<file path="config.mk">
export PLATFORM = sky130hd
export DESIGN_NAME = pig_impulse_scheduler
export DESIGN_NICKNAME = d
export VERILOG_FILES = /design/src/rtl/pig_impulse_scheduler.sv
export SDC_FILE = /design/constraint.sdc
export NUM_CORES = 1
export LEC_CHECK = 0
export CAP_MARGIN = 20
export CELL_PAD_IN_SITES_DETAIL_PLACEMENT = 1
export CELL_PAD_IN_SITES_GLOBAL_PLACEMENT = 1
export CORE_ASPECT_RATIO = 1.2
export CORE_MARGIN = 2
export CORE_UTILIZATION = 32
export DETAILED_ROUTE_END_ITERATION = 7
export GPL_TIMING_DRIVEN = 0
export PLACE_DENSITY = 0.88
export SYNTH_ARGS = -nofsm -noshare
export SYNTH_HDL_FRONTEND = slang
export SYNTH_SLANG_ARGS = --single-unit
</file>
<file path="constraint.sdc">
create_clock -name clk -period 5.2 [get_ports clk]
set_clock_uncertainty 0.05 [all_clocks]
set_input_delay 1.04 -clock clk [delete_from_list [all_inputs] [get_ports clk]]
set_output_delay 1.04 -clock clk [all_outputs]
set_load 0.05 [all_outputs]
</file>
<file path="src/rtl/pig_impulse_scheduler.sv">
// Per-frame round-robin scheduler that hands one bird impact impulse to one pig per frame.
// Define PIG_IMPULSE_SAT_EN to clamp each latched impulse component to +/-MAX_FORCE.
module pig_impulse_scheduler #(
  parameter int NUM_PIGS    = 4,
  parameter int FORCE_SHIFT = 1,
  parameter int CD_FRAMES   = 15
`ifdef PIG_IMPULSE_SAT_EN
  ,
  parameter logic signed [16:0] MAX_FORCE = 17'sd2048
`endif
) (
  input  logic                       clk,
  input  logic                       rst,
  input  logic                       vsync,
  input  logic [1:0]                 game_state,
  input  logic [NUM_PIGS-1:0]        hit_req,
  input  logic signed [16:0]         bird_vx,
  input  logic signed [16:0]         bird_vy,
  output logic [17*NUM_PIGS-1:0]     pig_force_x,
  output logic [17*NUM_PIGS-1:0]     pig_force_y,
  output logic [NUM_PIGS-1:0]        grant,
  output logic                       bird_hit,
  output logic                       busy
);

  localparam int PTR_W = (NUM_PIGS > 1) ? $clog2(NUM_PIGS) : 1;

  typedef enum logic [1:0] {IDLE, SCAN, DRIVE} state_t;

  state_t              state, state_nxt;
  logic [NUM_PIGS-1:0] pending, pending_nxt;
  logic [3:0]          cooldown [NUM_PIGS];
  logic [PTR_W-1:0]    rr_ptr, win_idx, scan_idx;
  logic                scan_found;
  logic signed [16:0]  fx, fy;
  logic                first_drive;
  logic                flush;
  logic                drive_end;

  assign flush     = (game_state == 2'd0);
  assign drive_end = (state == DRIVE) && vsync;

  function automatic logic signed [16:0] scale_impulse(input logic signed [16:0] v);
    logic signed [16:0] s;
    s = v >>> FORCE_SHIFT;
`ifdef PIG_IMPULSE_SAT_EN
    if (s > MAX_FORCE)
      s = MAX_FORCE;
    else if (s < -MAX_FORCE)
      s = -MAX_FORCE;
`endif
    return s;
  endfunction

  // First pending pig at or after rr_ptr, wrapping around the slot count
  always_comb begin
    int idx;
    scan_found = 1'b0;
    scan_idx   = '0;
    idx        = 0;
    for (int k = 0; k < NUM_PIGS; k++) begin
      idx = int'(rr_ptr) + k;
      if (idx >= NUM_PIGS)
        idx = idx - NUM_PIGS;
      if (!scan_found && pending[idx]) begin
        scan_found = 1'b1;
        scan_idx   = PTR_W'(idx);
      end
    end
  end

  // The pig being scanned or driven is masked so a held request cannot re-arm it before its cooldown loads
  always_comb begin
    pending_nxt = pending;
    for (int i = 0; i < NUM_PIGS; i++) begin
      if (hit_req[i] && (cooldown[i] == 4'd0))
        pending_nxt[i] = 1'b1;
    end
    if (state == SCAN && scan_found)
      pending_nxt[scan_idx] = 1'b0;
    if (state == DRIVE)
      pending_nxt[win_idx] = 1'b0;
    if (flush)
      pending_nxt = '0;
  end

  always_comb begin
    state_nxt = state;
    unique case (state)
      IDLE:    if (vsync && (pending != '0)) state_nxt = SCAN;
      SCAN:    state_nxt = scan_found ? DRIVE : IDLE;
      DRIVE:   if (vsync) state_nxt = (pending_nxt != '0) ? SCAN : IDLE;
      default: state_nxt = IDLE;
    endcase
    if (flush)
      state_nxt = IDLE;
  end

  always_ff @(posedge clk or negedge rst) begin
    if (!rst) begin
      state       <= IDLE;
      pending     <= '0;
      rr_ptr      <= '0;
      win_idx     <= '0;
      fx          <= '0;
      fy          <= '0;
      first_drive <= 1'b0;
    end else begin
      state       <= state_nxt;
      pending     <= pending_nxt;
      first_drive <= (state == SCAN) && (state_nxt == DRIVE);
      if (state == SCAN && scan_found && !flush) begin
        win_idx <= scan_idx;
        rr_ptr  <= (scan_idx == PTR_W'(NUM_PIGS - 1)) ? '0 : scan_idx + 1'b1;
        fx      <= scale_impulse(bird_vx);
        fy      <= scale_impulse(bird_vy);
      end
    end
  end

  always_ff @(posedge clk or negedge rst) begin
    if (!rst) begin
      for (int i = 0; i < NUM_PIGS; i++)
        cooldown[i] <= 4'd0;
    end else begin
      for (int i = 0; i < NUM_PIGS; i++) begin
        if (flush)
          cooldown[i] <= 4'd0;
        else if (drive_end && (win_idx == PTR_W'(i)))
          cooldown[i] <= 4'(CD_FRAMES);
        else if (vsync && (cooldown[i] != 4'd0))
          cooldown[i] <= cooldown[i] - 4'd1;
      end
    end
  end

  // Outputs decode from state so an async reset clears them without a clock edge
  always_comb begin
    pig_force_x = '0;
    pig_force_y = '0;
    grant       = '0;
    bird_hit    = 1'b0;
    busy        = (state != IDLE);
    if (state == DRIVE) begin
      grant[win_idx]                        = 1'b1;
      pig_force_x[17*int'(win_idx) +: 17]   = fx;
      pig_force_y[17*int'(win_idx) +: 17]   = fy;
      bird_hit                              = first_drive;
    end
  end

endmodule

</file>
==> results.yml, run 1 <==
cells_and_area:
  area_growth_syn_to_layout_pct: 61.41
  final_common_cell: "clkdlybuf4s50_1"
  drive_gt1_frac: 0.1348
  fillers: 1292
  fin_area_sq_um: 6202
  fin_nets: 659
  mostFrequentLayoutCells: "clkdlybuf4s50_1 (180), and2_1 (130), dfrtp_1 (59), mux2_2 (35), ha_1 (20)"
placed_design:
  place_ws_ns: 0.6308
  globalplace.congestion: 0.7854
  dp_hpwl_microns: 10750
  dpl_cell_area_sq_um: 5871
  port_buffers: 181
drt:
  drt_iter0_drc: 82
  wire_per_inst_microns: 17.80
  drcViolationCount: 0
  drt_pass1_iterations: 4
  postRouteAntennaNets: 0
  vias: 3623
  drt-total-wl_microns: 13510
  via_per_inst: 4.773
grt:
  grt.total_usage: 0.2115
  busiest_layer: "met2"
  grtUsageMet1: 0.2198
  met2_usage: 0.4215
  first_global_vias: 3810
  use_met3: 0.05076
  antenna_found_initial: 1
  grt_overflow: 0
  grt_pass1_wl_microns: 20970
  grt_max_degree: 38
timing:
  fin_setup_tns_ns: 0
  period_minus_slack_ns: 4.867
  rsz0062_at_grt: "false"
  max_clock_freq_mhz: 205.5
  worst_pin_slew_ns: 0.9854
  timing.final.crit_share: 0.9359
  slew_violations: 0
  relSlewSlack: 0.3380
  hold_viol: 0
  finalSetupViolations: 0
  hold-worst-slack_ns: 0.5015
  layout_setup_ws_ns: 0.3334
setup_path:
  setup.worst_path.end_class: "primary output"
  worstRegToRegCells: 8
  timing.rr.start: "rr_ptr[1]"
  worstReg2RegEnd: "state[0]"
  critical_path_required_ns: 4.11
  crit_path_max_fanout: 10
  worstSetupPathType: "reg -> out"
  critPathLaunchType: "flop"
  cp.arrival_ns: 3.78
  reg2reg_setup_slack_ns: 2.59
synth:
  syn_nets: 465
  syn_area_per_cell_sq_um: 9.558
  synth_seq_area_share: 0.3842
  synth_area_sq_um: 3842
  synth.distinct_cells: 41
  ys.flop_type: "dfrtp_1"
  synth_edf_count: 0
  synthArstFlopShare: 1.000
  postSynthCellCount: 402
  ys_seq_elements: 59
  yosysWarnings: 0
floorplan:
  num_rows: 43
  die_width_microns: 104.0
  io_pins: 185
  die_h_microns: 124.0
  coreArea_sq_um: 11620
  dieArea_sq_um: 12900
  start_util: 0.3306
power_and_ir_drop:
  p_seq_frac: 0.352
  p_int_w: 0.001626
  p_comb_frac: 0.403
  power.leakage_nw: 2.594
  swShare: 0.3834
  finalPower_w: 0.002637
  vdd_drop_max_v: 0.0003117
  switchingPower_w: 0.001011
  p_clk_frac: 0.245
  pwr_density_cell_nw_per_um2: 425.2
clocking:
  htree_levels: 3
  clock_sinks: 59
  cts_buffers: 9
  cts.hold.buffers_added: 0
  clk_pin_slew_ns: 0.05
  cts_resized: 0
  postCtsSetupRepairBufs: 0
  root_buffer: "clkbuf_16"
  cts_max_path_buffers: 2
  clock_latency_ns: 0.33
  cts_tree: "yes"
worst_hold_path:
  hold_class: "reg -> reg"
  hold_start: "fx[14]"
  min_to: "fx[14]"
  hold_depth: 1
outcome:
  status: "finished clean"
flow_run:
  maxCapViolations: 0
## registers in the layout (all words and copies together) (netlist names)
name         cells
cooldown        16
fx              16
fy              16
pending          4
rr_ptr           2
state            2
win_idx          2
first_drive      1
## worst max-delay path: stages, from the launching register on
cell             delay (ns)
dfrtp_1                0.51
inv_1                  0.17
ha_1                   0.40
nand3_1                0.12
nor3_1                 0.74
clkbuf_1               0.39
and2_1                 0.22
buf_4                  0.11
clkdlybuf4s50_1        0.79
## worst max path at each step
stage | startpoint | endpoint | slack [ns] | cells past startpoint
finish | win_idx[0] | pig_force_x[33] | 0.33 | 8
global route | win_idx[0] | pig_force_x[33] | 0.09 | 8
CTS | win_idx[0] | pig_force_x[50] | 0.28 | 8
detailed placement | win_idx[0] | pig_force_x[50] | 0.63 | 8
global placement | win_idx[0] | pig_force_y[16] | 0.55 | 7
floorplan | win_idx[0] | pig_force_x[16] | 1.71 | 6
## Yosys cell counts, types with 2 or more instances
library cell	n	share of area
or3b_2	4	0.0091
dfrtp_1	59	0.38
a21o_1	2	0.0039
nor2_1	13	0.013
buf_2	4	0.0052
xor2_1	7	0.016
o21ai_0	3	0.0039
a2111o_1	2	0.0059
buf_4	8	0.016
or2_2	4	0.0065
mux2_2	35	0.10
nor3_1	7	0.0091
and2_2	2	0.0039
a31oi_1	8	0.013
nand2_1	11	0.011
ha_1	20	0.065
xnor2_1	4	0.0091
nand2b_1	4	0.0065
a21oi_1	14	0.018
inv_1	14	0.014
nor4_1	3	0.0049
clkbuf_1	13	0.013
nand3_1	12	0.016
nor2b_1	2	0.0033
and2_1	130	0.21
nand4_1	2	0.0033
## logic make-up (layout without fill, tap and decap cells)
group	count (synthesis)	in the layout	share of synthesized area
and+or+nand+nor	201	201	0.3146
DFF	59	59	0.3842
buffers and inverters	41	240	0.04949
AOI/OAI and AO/OA	35	35	0.05894
muxes	35	35	0.1026
adders and majority gates	20	20	0.06513
xor gates and xnor gates	11	11	0.02507
other	0	1	0
## cell type report
cell class | count | area, sq um | share of cell area
clock inverters | 4 | 72.57 | 0.01170
clock buffers | 12 | 256.5 | 0.04136
flip-flops and latches | 59 | 1476 | 0.2380
well taps | 157 | 196.4 | 0.03167
multi-input cells | 302 | 2176 | 0.3508
repair buffers | 183 | 1832 | 0.2953
plain buffers | 27 | 137.6 | 0.02219
diodes | 1 | 2.502 | 0.0004035
inverters | 14 | 52.55 | 0.008473
## stage by stage
stage            util  instances
5_1_grt        0.5337        759
2_1_floorplan       -        402
4_1_cts        0.5335        758
3_3_place_gp   0.5034        740
6_report       0.5337        759
3_5_place_dp   0.5052        742
## routing by layer
metal  share of wire  wire (microns)
met1            0.38            5136
met2            0.56            7525
met3           0.053             719
met4          0.0093             126
met5               0               0
## power by group through the flow
stage               registers [W]  logic [W]  clock network, W
detailed placement       0.000937    0.00106                 0
floorplan                0.000835   0.000790                 0
CTS                      0.000931    0.00107          0.000660
finish                   0.000928    0.00106          0.000646
global route             0.000973    0.00117          0.000681
global placement         0.000909    0.00100                 0
(Power assumes the default switching activity.)
==> run 2: changes to the inputs <==
==> config.mk (replaced) <==
export PLATFORM = sky130hd
export DESIGN_NAME = pig_impulse_scheduler
export DESIGN_NICKNAME = d
export VERILOG_FILES = /design/src/rtl/pig_impulse_scheduler.sv
export SDC_FILE = /design/constraint.sdc
export NUM_CORES = 1
export LEC_CHECK = 0
export CAP_MARGIN = 20
export CORE_ASPECT_RATIO = 1.2
export CORE_MARGIN = 2
export CORE_UTILIZATION = 45
export DETAILED_ROUTE_END_ITERATION = 7
export GPL_ROUTABILITY_DRIVEN = 1
export GPL_TIMING_DRIVEN = 0
export PLACE_DENSITY = 0.89
export SYNTH_ARGS = -nofsm -noshare
export SYNTH_HDL_FRONTEND = slang
export SYNTH_SLANG_ARGS = --single-unit
==> results.yml, run 2 (synthesized netlist as in run 1, its figures left out) <==
cells_and_area:
  reg_top3: "cooldown: 16 flops, fx: 16 flops, fy: 16 flops"
  fin_area_sq_um: 6082
  fin_nets: 660
  antenna_cells: 0
  final_common_cell: "clkdlybuf4s50_1"
  drive_gt1_frac: 0.1379
  fillers: 604
  final_cells: 716
  area_growth_syn_to_layout_pct: 58.29
  mostFrequentLayoutCells: "clkdlybuf4s50_1 (180), and2_1 (130), dfrtp_1 (59), mux2_2 (35), ha_1 (20)"
power_and_ir_drop:
  vdd_drop_max_v: 0.0003913
  p_comb_frac: 0.420
  swShare: 0.3892
  switchingPower_w: 0.0009800
  pwr_density_cell_nw_per_um2: 414.0
  power.leakage_nw: 2.573
  p_int_w: 0.001538
  p_seq_frac: 0.364
  p_clk_frac: 0.216
clocking:
  cts_tree: "yes"
  clock_sinks: 59
  cts_max_path_buffers: 2
  root_buffer: "clkbuf_8"
  clock_latency_ns: 0.34
  clk_pin_slew_ns: 0.07
  cts.hold.buffers_added: 0
  cts_buffers: 9
  htree_levels: 3
  postCtsSetupRepairBufs: 0
  cts_resized: 0
drt:
  vias: 3587
  drcViolationCount: 0
  drt_pass1_iterations: 4
  drt_iter0_drc: 145
  postRouteAntennaNets: 0
  via_per_inst: 5.010
  wire_per_inst_microns: 16.72
  drt-total-wl_microns: 11980
floorplan:
  die_width_microns: 88.36
  dieArea_sq_um: 9297
  start_util: 0.4687
  io_pins: 185
  num_rows: 36
  die_h_microns: 105.2
  coreArea_sq_um: 8198
placed_design:
  place_inst: 699
  place_ws_ns: 0.5698
  globalplace.congestion: 0.8637
  dpl_cell_area_sq_um: 5817
  port_buffers: 181
  dp_hpwl_microns: 9377
timing:
  layout_setup_ws_ns: 0.2964
  finalSetupViolations: 0
  max_clock_freq_mhz: 203.9
  fin_setup_tns_ns: 0
  relSlewSlack: 0.3021
  timing.final.crit_share: 0.9430
  worst_pin_slew_ns: 1.039
  period_minus_slack_ns: 4.904
  hold_viol: 0
  rsz0062_at_grt: "false"
  slew_violations: 0
  hold-worst-slack_ns: 0.5013
flow_run:
  maxCapViolations: 0
setup_path:
  worstSetupPathType: "reg -> out"
  cp.arrival_ns: 3.81
  critical_path_required_ns: 4.11
  crit_path_max_fanout: 10
  critPathLaunchType: "flop"
  setup.worst_path.end_class: "primary output"
worst_hold_path:
  hold_class: "reg -> reg"
grt:
  first_global_vias: 3581
  grt_max_degree: 31
  grt.total_usage: 0.2576
  antenna_found_initial: 0
  grt_pass1_wl_microns: 18600
  grt_overflow: 0
outcome:
  status: "finished clean"
run 2: changes by cell type in the layout (fill, tap and decap cells not counted), sizes merged:
cell	delta
bufinv	+1
diode	-1
clkinvlp	-1
clkbuf	+1
run 2: worst max-delay path, stage by stage, from the launching register on:
cell,delay [ns]
dfrtp_1,0.52
inv_1,0.17
ha_1,0.39
nor4_1,0.69
clkbuf_2,0.27
clkbuf_1,0.33
and2_1,0.21
buf_4,0.11
clkdlybuf4s50_1,0.79
run 2: layout make-up:
class / instances / area, sq um / area share
plain buffers: 27 / 137.6 / 0.02263
clock buffers: 12 / 165.2 / 0.02715
clock inverters: 4 / 95.09 / 0.01563
inverters: 14 / 52.55 / 0.008640
multi-input cells: 302 / 2176 / 0.3577
flip-flops and latches: 59 / 1476 / 0.2427
well taps: 114 / 142.6 / 0.02345
repair buffers: 184 / 1837 / 0.3020
run 2: power by group through the flow:
stage / Clock (W) / Combinational, W / Sequential, W
2_1_floorplan: 0 / 0.000790 / 0.000835
3_5_place_dp: 0 / 0.00105 / 0.000920
4_1_cts: 0.000546 / 0.00106 / 0.000914
5_1_grt: 0.000567 / 0.00116 / 0.000957
3_3_place_gp: 0 / 0.000988 / 0.000901
6_report: 0.000544 / 0.00106 / 0.000916
run 2: stage by stage:
stage | total power, W | util
6_report | 0.002518 | 0.7419
5_1_grt | 0.002679 | 0.7419
4_1_cts | 0.002521 | 0.7413
3_5_place_dp | 0.001966 | 0.7096
3_3_place_gp | 0.001889 | 0.7071
2_1_floorplan | 0.001625 | -
run 2: worst paths after layout:
check                           start               to  slack (ns)  cells after the start
max                        win_idx[0]  pig_force_x[16]        0.30                      8
min                            fx[15]           fx[15]        0.50                      1
max reg2reg                 rr_ptr[1]         state[0]        2.57                      8
min reg2reg                    fx[15]           fx[15]        0.50                      1
max in group asynchronous         rst            fx[1]        3.80                      2
min in group asynchronous         rst       pending[1]        0.70                      1
run 2: routing by layer:
layer / share of wire / GRT usage / vias to the layer above / wire length, microns
li1: - / - / 1710 / -
met1: 0.39 / 0.2994 / 1723 / 4632
met2: 0.53 / 0.4651 / 134 / 6335
met3: 0.065 / 0.05560 / 20 / 774
met5: 0 / 0 / - / 0
met4: 0.019 / 0.07468 / 0 / 233
==> run 3: changes to the inputs <==
--- a/config.mk
+++ b/config.mk
@@ -9,6 +9,7 @@
 export CORE_ASPECT_RATIO = 1.2
 export CORE_MARGIN = 2
 export CORE_UTILIZATION = 45
+export CTS_CLUSTER_DIAMETER = 200
 export DETAILED_ROUTE_END_ITERATION = 7
 export GPL_ROUTABILITY_DRIVEN = 1
 export GPL_TIMING_DRIVEN = 0
==> results of run 3 <==
Same layout as run 2: the final DEF is identical, and so are final timing and power.
